--- src/rtl/alu_arbiter.sv ---
`default_nettype none
// +----------------------------------------------------------------------------+
// | alu_arbiter : two-requester front end sharing one SIZE-bit ALU             |
// |               (add/sub/and/or with O/Z/N flags) over valid/ready channels  |
// | Option      : define ALU_ARB_RR_EN for round-robin, else fixed priority    |
// | Revision    : 1.0 - initial release                                        |
// +----------------------------------------------------------------------------+
module alu_arbiter #(
  parameter int SIZE = 32
) (
  input  logic            clk,
  input  logic            rst_n,
  input  logic            req0_valid,
  output logic            req0_ready,
  input  logic [SIZE-1:0] req0_a,
  input  logic [SIZE-1:0] req0_b,
  input  logic [1:0]      req0_ctrl,
  input  logic            req1_valid,
  output logic            req1_ready,
  input  logic [SIZE-1:0] req1_a,
  input  logic [SIZE-1:0] req1_b,
  input  logic [1:0]      req1_ctrl,
  output logic            rsp_valid,
  input  logic            rsp_ready,
  output logic            rsp_id,
  output logic [SIZE-1:0] rsp_r,
  output logic            rsp_o,
  output logic            rsp_z,
  output logic            rsp_n,
  output logic            busy
);

  localparam logic [1:0] S_IDLE = 2'd0;
  localparam logic [1:0] S_EXEC = 2'd1;
  localparam logic [1:0] S_RESP = 2'd2;

  localparam logic [1:0] C_OP_ADD = 2'b00;
  localparam logic [1:0] C_OP_SUB = 2'b01;
  localparam logic [1:0] C_OP_AND = 2'b10;
  localparam logic [1:0] C_OP_OR  = 2'b11;

  logic [1:0]      r_state;
  logic [SIZE-1:0] r_a;
  logic [SIZE-1:0] r_b;
  logic [1:0]      r_ctrl;
  logic            r_id;

  logic            w_grant0;
  logic            w_grant1;
  logic            w_accept;
  logic [SIZE:0]   w_res;
  logic            w_z;
  logic            w_n;

`ifdef ALU_ARB_RR_EN
  logic r_last;

  // On contention the port that did not win last time goes first.
  always_comb begin
    w_grant0 = req0_valid;
    w_grant1 = req1_valid;
    if (req0_valid && req1_valid) begin
      w_grant0 = r_last;
      w_grant1 = ~r_last;
    end
  end

  always_ff @(posedge clk) begin
    if (!rst_n) begin
      r_last <= 1'b1;
    end else if (w_accept) begin
      r_last <= w_grant1;
    end
  end
`else
  assign w_grant0 = req0_valid;
  assign w_grant1 = req1_valid & ~req0_valid;
`endif

  assign w_accept   = rst_n & (r_state == S_IDLE) & (w_grant0 | w_grant1);
  assign req0_ready = rst_n & (r_state == S_IDLE) & w_grant0;
  assign req1_ready = rst_n & (r_state == S_IDLE) & w_grant1;
  assign rsp_valid  = (r_state == S_RESP);
  assign busy       = (r_state != S_IDLE);

  // Bit SIZE carries the carry/borrow for arithmetic and stays 0 for logic ops.
  always_comb begin
    w_res = '0;
    case (r_ctrl)
      C_OP_ADD: w_res = {1'b0, r_a} + {1'b0, r_b};
      C_OP_SUB: w_res = {1'b0, r_a} - {1'b0, r_b};
      C_OP_AND: w_res = {1'b0, r_a & r_b};
      C_OP_OR:  w_res = {1'b0, r_a | r_b};
      default:  w_res = '0;
    endcase
  end

  assign w_z = ~|w_res[SIZE-1:0];
  assign w_n = ~r_ctrl[1] & w_res[SIZE-1];

  always_ff @(posedge clk) begin
    if (!rst_n) begin
      r_state <= S_IDLE;
      r_a     <= '0;
      r_b     <= '0;
      r_ctrl  <= C_OP_ADD;
      r_id    <= 1'b0;
      rsp_id  <= 1'b0;
      rsp_r   <= '0;
      rsp_o   <= 1'b0;
      rsp_z   <= 1'b0;
      rsp_n   <= 1'b0;
    end else begin
      case (r_state)
        S_IDLE: begin
          if (w_accept) begin
            r_a     <= w_grant1 ? req1_a    : req0_a;
            r_b     <= w_grant1 ? req1_b    : req0_b;
            r_ctrl  <= w_grant1 ? req1_ctrl : req0_ctrl;
            r_id    <= w_grant1;
            r_state <= S_EXEC;
          end
        end
        S_EXEC: begin
          rsp_r   <= w_res[SIZE-1:0];
          rsp_o   <= w_res[SIZE];
          rsp_z   <= w_z;
          rsp_n   <= w_n;
          rsp_id  <= r_id;
          r_state <= S_RESP;
        end
        S_RESP: begin
          if (rsp_ready) begin
            r_state <= S_IDLE;
          end
        end
        default: r_state <= S_IDLE;
      endcase
    end
  end

endmodule
`default_nettype wire

--- config.mk ---
export PLATFORM = sky130hd
export DESIGN_NAME = alu_arbiter
export DESIGN_NICKNAME = d
export VERILOG_FILES = /design/src/rtl/alu_arbiter.sv
export SDC_FILE = /design/constraint.sdc
export NUM_CORES = 1
export LEC_CHECK = 0
export ABC_AREA = 1
export CORE_ASPECT_RATIO = 1.5
export CORE_MARGIN = 8
export CORE_UTILIZATION = 35
export DETAILED_ROUTE_END_ITERATION = 6
export GPL_TIMING_DRIVEN = 0
export PLACE_DENSITY_LB_ADDON = 0.12
export SLEW_MARGIN = 10
export SYNTH_ARGS = -nofsm -noshare
export SYNTH_HDL_FRONTEND = slang
export SYNTH_SLANG_ARGS = --single-unit
--- constraint.sdc ---
create_clock -name clk -period 5.5 [get_ports clk]
set_clock_uncertainty 0.1 [all_clocks]
set_input_delay 1.1 -clock clk [delete_from_list [all_inputs] [get_ports clk]]
set_output_delay 1.1 -clock clk [all_outputs]
set_load 0.01 [all_outputs]
==> flow_summary.json <==
{
  "insertion_delay_ns": 0.37,
  "drive_above_1_share_pct": 4.62,
  "layout.nets": 1791,
  "die_y_microns": 206,
  "gr-total-overflow": 0,
  "fin_area_sq_um": 10900,
  "hold_depth": 2,
  "synth_cell_types": 35,
  "wl_microns": 33900,
  "met1_usage_pct": 25.4,
  "antenna_found_initial": 1,
  "syn_area_per_cell_sq_um": 5.87,
  "fin_util_pct": 45.9,
  "dp_hpwl_microns": 29100,
  "min_path_type": "flip-flop to flip-flop",
  "cts_resized": 0,
  "clockBufferDepth": 2,
  "worstMarginPinSlew_ns": 0.791,
  "holdPathEnd": "rsp_r[31]",
  "via_per_inst": 4.93,
  "p_leak_uw": 0.00524,
  "crit_type": "primary input to output port",
  "slew_viol_final": 0,
  "clk_pin_slew_ns": 0.08,
  "core_sq_um": 23700,
  "initialDrtViolationCount": 607,
  "ant_nets": 0,
  "power_density_nw_per_um2": 279,
  "synthCells": 1431,
  "syn_to_final_growth_pct": 29.3,
  "synth_seq_cells": 105,
  "firstDrtPassIters": 7,
  "grt_pass1_vias": 9492,
  "met3_usage_pct": 4.44,
  "top_usage_layer": "met2",
  "port_buffers": 176,
  "cts_buffers": 9,
  "met2_usage_pct": 42.2,
  "r2r-end": "rsp_z",
  "fin_crit_ns": 4.40,
  "finalSetupViolCount": 0,
  "finalHoldViolations": 0,
  "tns_ns": 0,
  "ff2ff_path_depth": 24,
  "worst_ep_required_time_ns": 4.30,
  "power_uw": 3040,
  "cts_sinks": 105,
  "critPathLaunch": "req1_valid",
  "finalCritPeriodShare_pct": 80.0,
  "rsz0062_at_grt": "false",
  "dieArea_sq_um": 29300,
  "hp-start": "rsp_r[31]",
  "cts_tree": "built",
  "synth_warnings": 0,
  "syn_nets": 1604,
  "max_freq_mhz": 227,
  "synth_area_sq_um": 8410,
  "ir_worst_vdd_v": 0.000158,
  "vias": 9579,
  "io_pins": 177,
  "hold_buffers": 0,
  "cp_max_fo": 10,
  "cts_setup_buffers": 0,
  "slew_headroom_pct": 46.7,
  "start_util_pct": 35.5,
  "cap_violations": 0,
  "die_w_microns": 143,
  "grt_max_degree": 20,
  "root_buffer": "clkbuf_16",
  "dpl-instance-area_sq_um": 10600,
  "r2r_slack_ns": 1.17,
  "placementRows": 69,
  "critical_path_arrival_ns": 3.20,
  "grt_use_total_pct": 23.5,
  "gp_congestion": 0.916,
  "wl_per_cell_microns": 17.5,
  "r2r-start": "r_ctrl[1]",
  "drc": 0,
  "yosysSeqAreaShare_pct": 25.0,
  "status": "completed",
  "grt_pass1_wl_microns": 52600,
  "cp-start-kind": "primary input",
  "endpoint_kind": "output port",
  "cts_max_level": 3
}
[per-layer routing]
metal | part of all wire, % | wire [microns]
met4 | 5.1 | 1730
met2 | 50 | 17000
met1 | 40 | 13500
met3 | 5.3 | 1790
met5 | 0 | 0
[cell families after synthesis]
group / after synthesis / share of synthesized area, %
flip-flops: 105 / 25.0
AND/OR/NAND/NOR: 682 / 34.3
AO/OA/AOI/OAI: 284 / 18.8
XOR/XNOR: 30 / 3.13
buffers and inverters: 294 / 13.3
adder cells (fa/ha/maj): 36 / 5.45
[metrics by stage]
step	hold WS [ns]	cells	setup WS (ns)
after detailed placement	0.361	1926	1.07
after global routing	0.394	1943	0.781
final	0.373	1943	1.10
after global placement	0.359	1926	1.08
after CTS	0.376	1942	1.07
after floorplan	0.355	1431	2.24
[area by class of cell]
cell class,instances,area (sq um)
inverter,237,890
tap,319,399
fill,2688,12800
clock inverter,6,58.8
clock buffer,10,239
sequential,105,2100
timing repair buffer,176,1760
buffer,57,231
antenna,1,2.50
multi-input combinational,1032,5180
[worst max-delay path, cell delays in order]
cell and delay, ns:
clkdlybuf4s50_1 0.47, inv_1 0.04, nor2_1 0.33, inv_1 0.14, clkbuf_1 0.32, nor2_1 0.23
clkdlybuf4s50_1 0.57
[worst max path at each step]
stage	endpoint	slack (ns)	depth (start not counted)
after floorplan	rsp_z	2.24	27
after global placement	req1_ready	1.08	7
after detailed placement	req1_ready	1.07	7
after CTS	req1_ready	1.07	7
after global routing	rsp_z	0.78	24
final	req1_ready	1.10	7
[sequential cells by signal, indices dropped and copies added (netlist names)]
register  flops
rsp_n         1
rsp_z         1
rsp_o         1
rsp_id        1
rsp_r        32
r_state       2
r_a          32
r_b          32
r_id          1
r_ctrl        2
[synthesized netlist by cell type (all sizes together)]
cell    number  area share [%]
o211ai       3            0.27
clkinv       1           0.045
inv        236              11
nand3       66             4.3
ha          35             5.2
a21oi       63             3.9
nor4         2            0.15
a31oi       94             7.0
clkbuf      48             2.1
dfxtp      105              25
or2          1           0.074
o31ai        1            0.15
nor2       159             7.5
nand4        7            0.52
o21bai       3            0.27
and2         5            0.37
nor3        14             1.5
fa           1            0.24
o21ai      120             7.2
buf          9            0.61
nand3b       7            0.77
nand2      421              19
xor2        30             3.1
[power breakdown]
| group | total, uW | switching (uW) | internal [uW] | leakage, uW |
|---|---|---|---|---|
| logic | 1440 | 922 | 516 | 0.00423 |
| clock network | 661 | 331 | 330 | 0.000143 |
| registers | 935 | 96.1 | 839 | 0.000865 |
| total | 3040 | 1350 | 1690 | 0.00524 |
[cells in the final DEF, fill, tap and decap left out, types with 2 or more instances in the layout]
| cell type | count |
|---|---|
| inv_1 | 229 |
| nor4_1 | 2 |
| nand4_1 | 7 |
| nand3b_1 | 6 |
| inv_6 | 4 |
| o21bai_1 | 3 |
| nor2_1 | 146 |
| and2_1 | 5 |
| o21ai_0 | 116 |
| o21ai_1 | 3 |
| nor2_2 | 12 |
| nand3_2 | 6 |
| nor3_4 | 3 |
| clkdlybuf4s50_1 | 176 |
| buf_2 | 8 |
| nand2_2 | 9 |
| xor2_1 | 30 |
| a21oi_1 | 60 |
| ha_1 | 35 |
| a21oi_2 | 3 |
| clkbuf_1 | 48 |
| nor3_2 | 5 |
| nor3_1 | 6 |
| o211ai_1 | 3 |
| a31oi_1 | 94 |
| nand3_1 | 60 |
| clkbuf_16 | 9 |
| dfxtp_1 | 105 |
| inv_2 | 7 |
| nand2_1 | 412 |
Power figures use the tool's default switching activity.
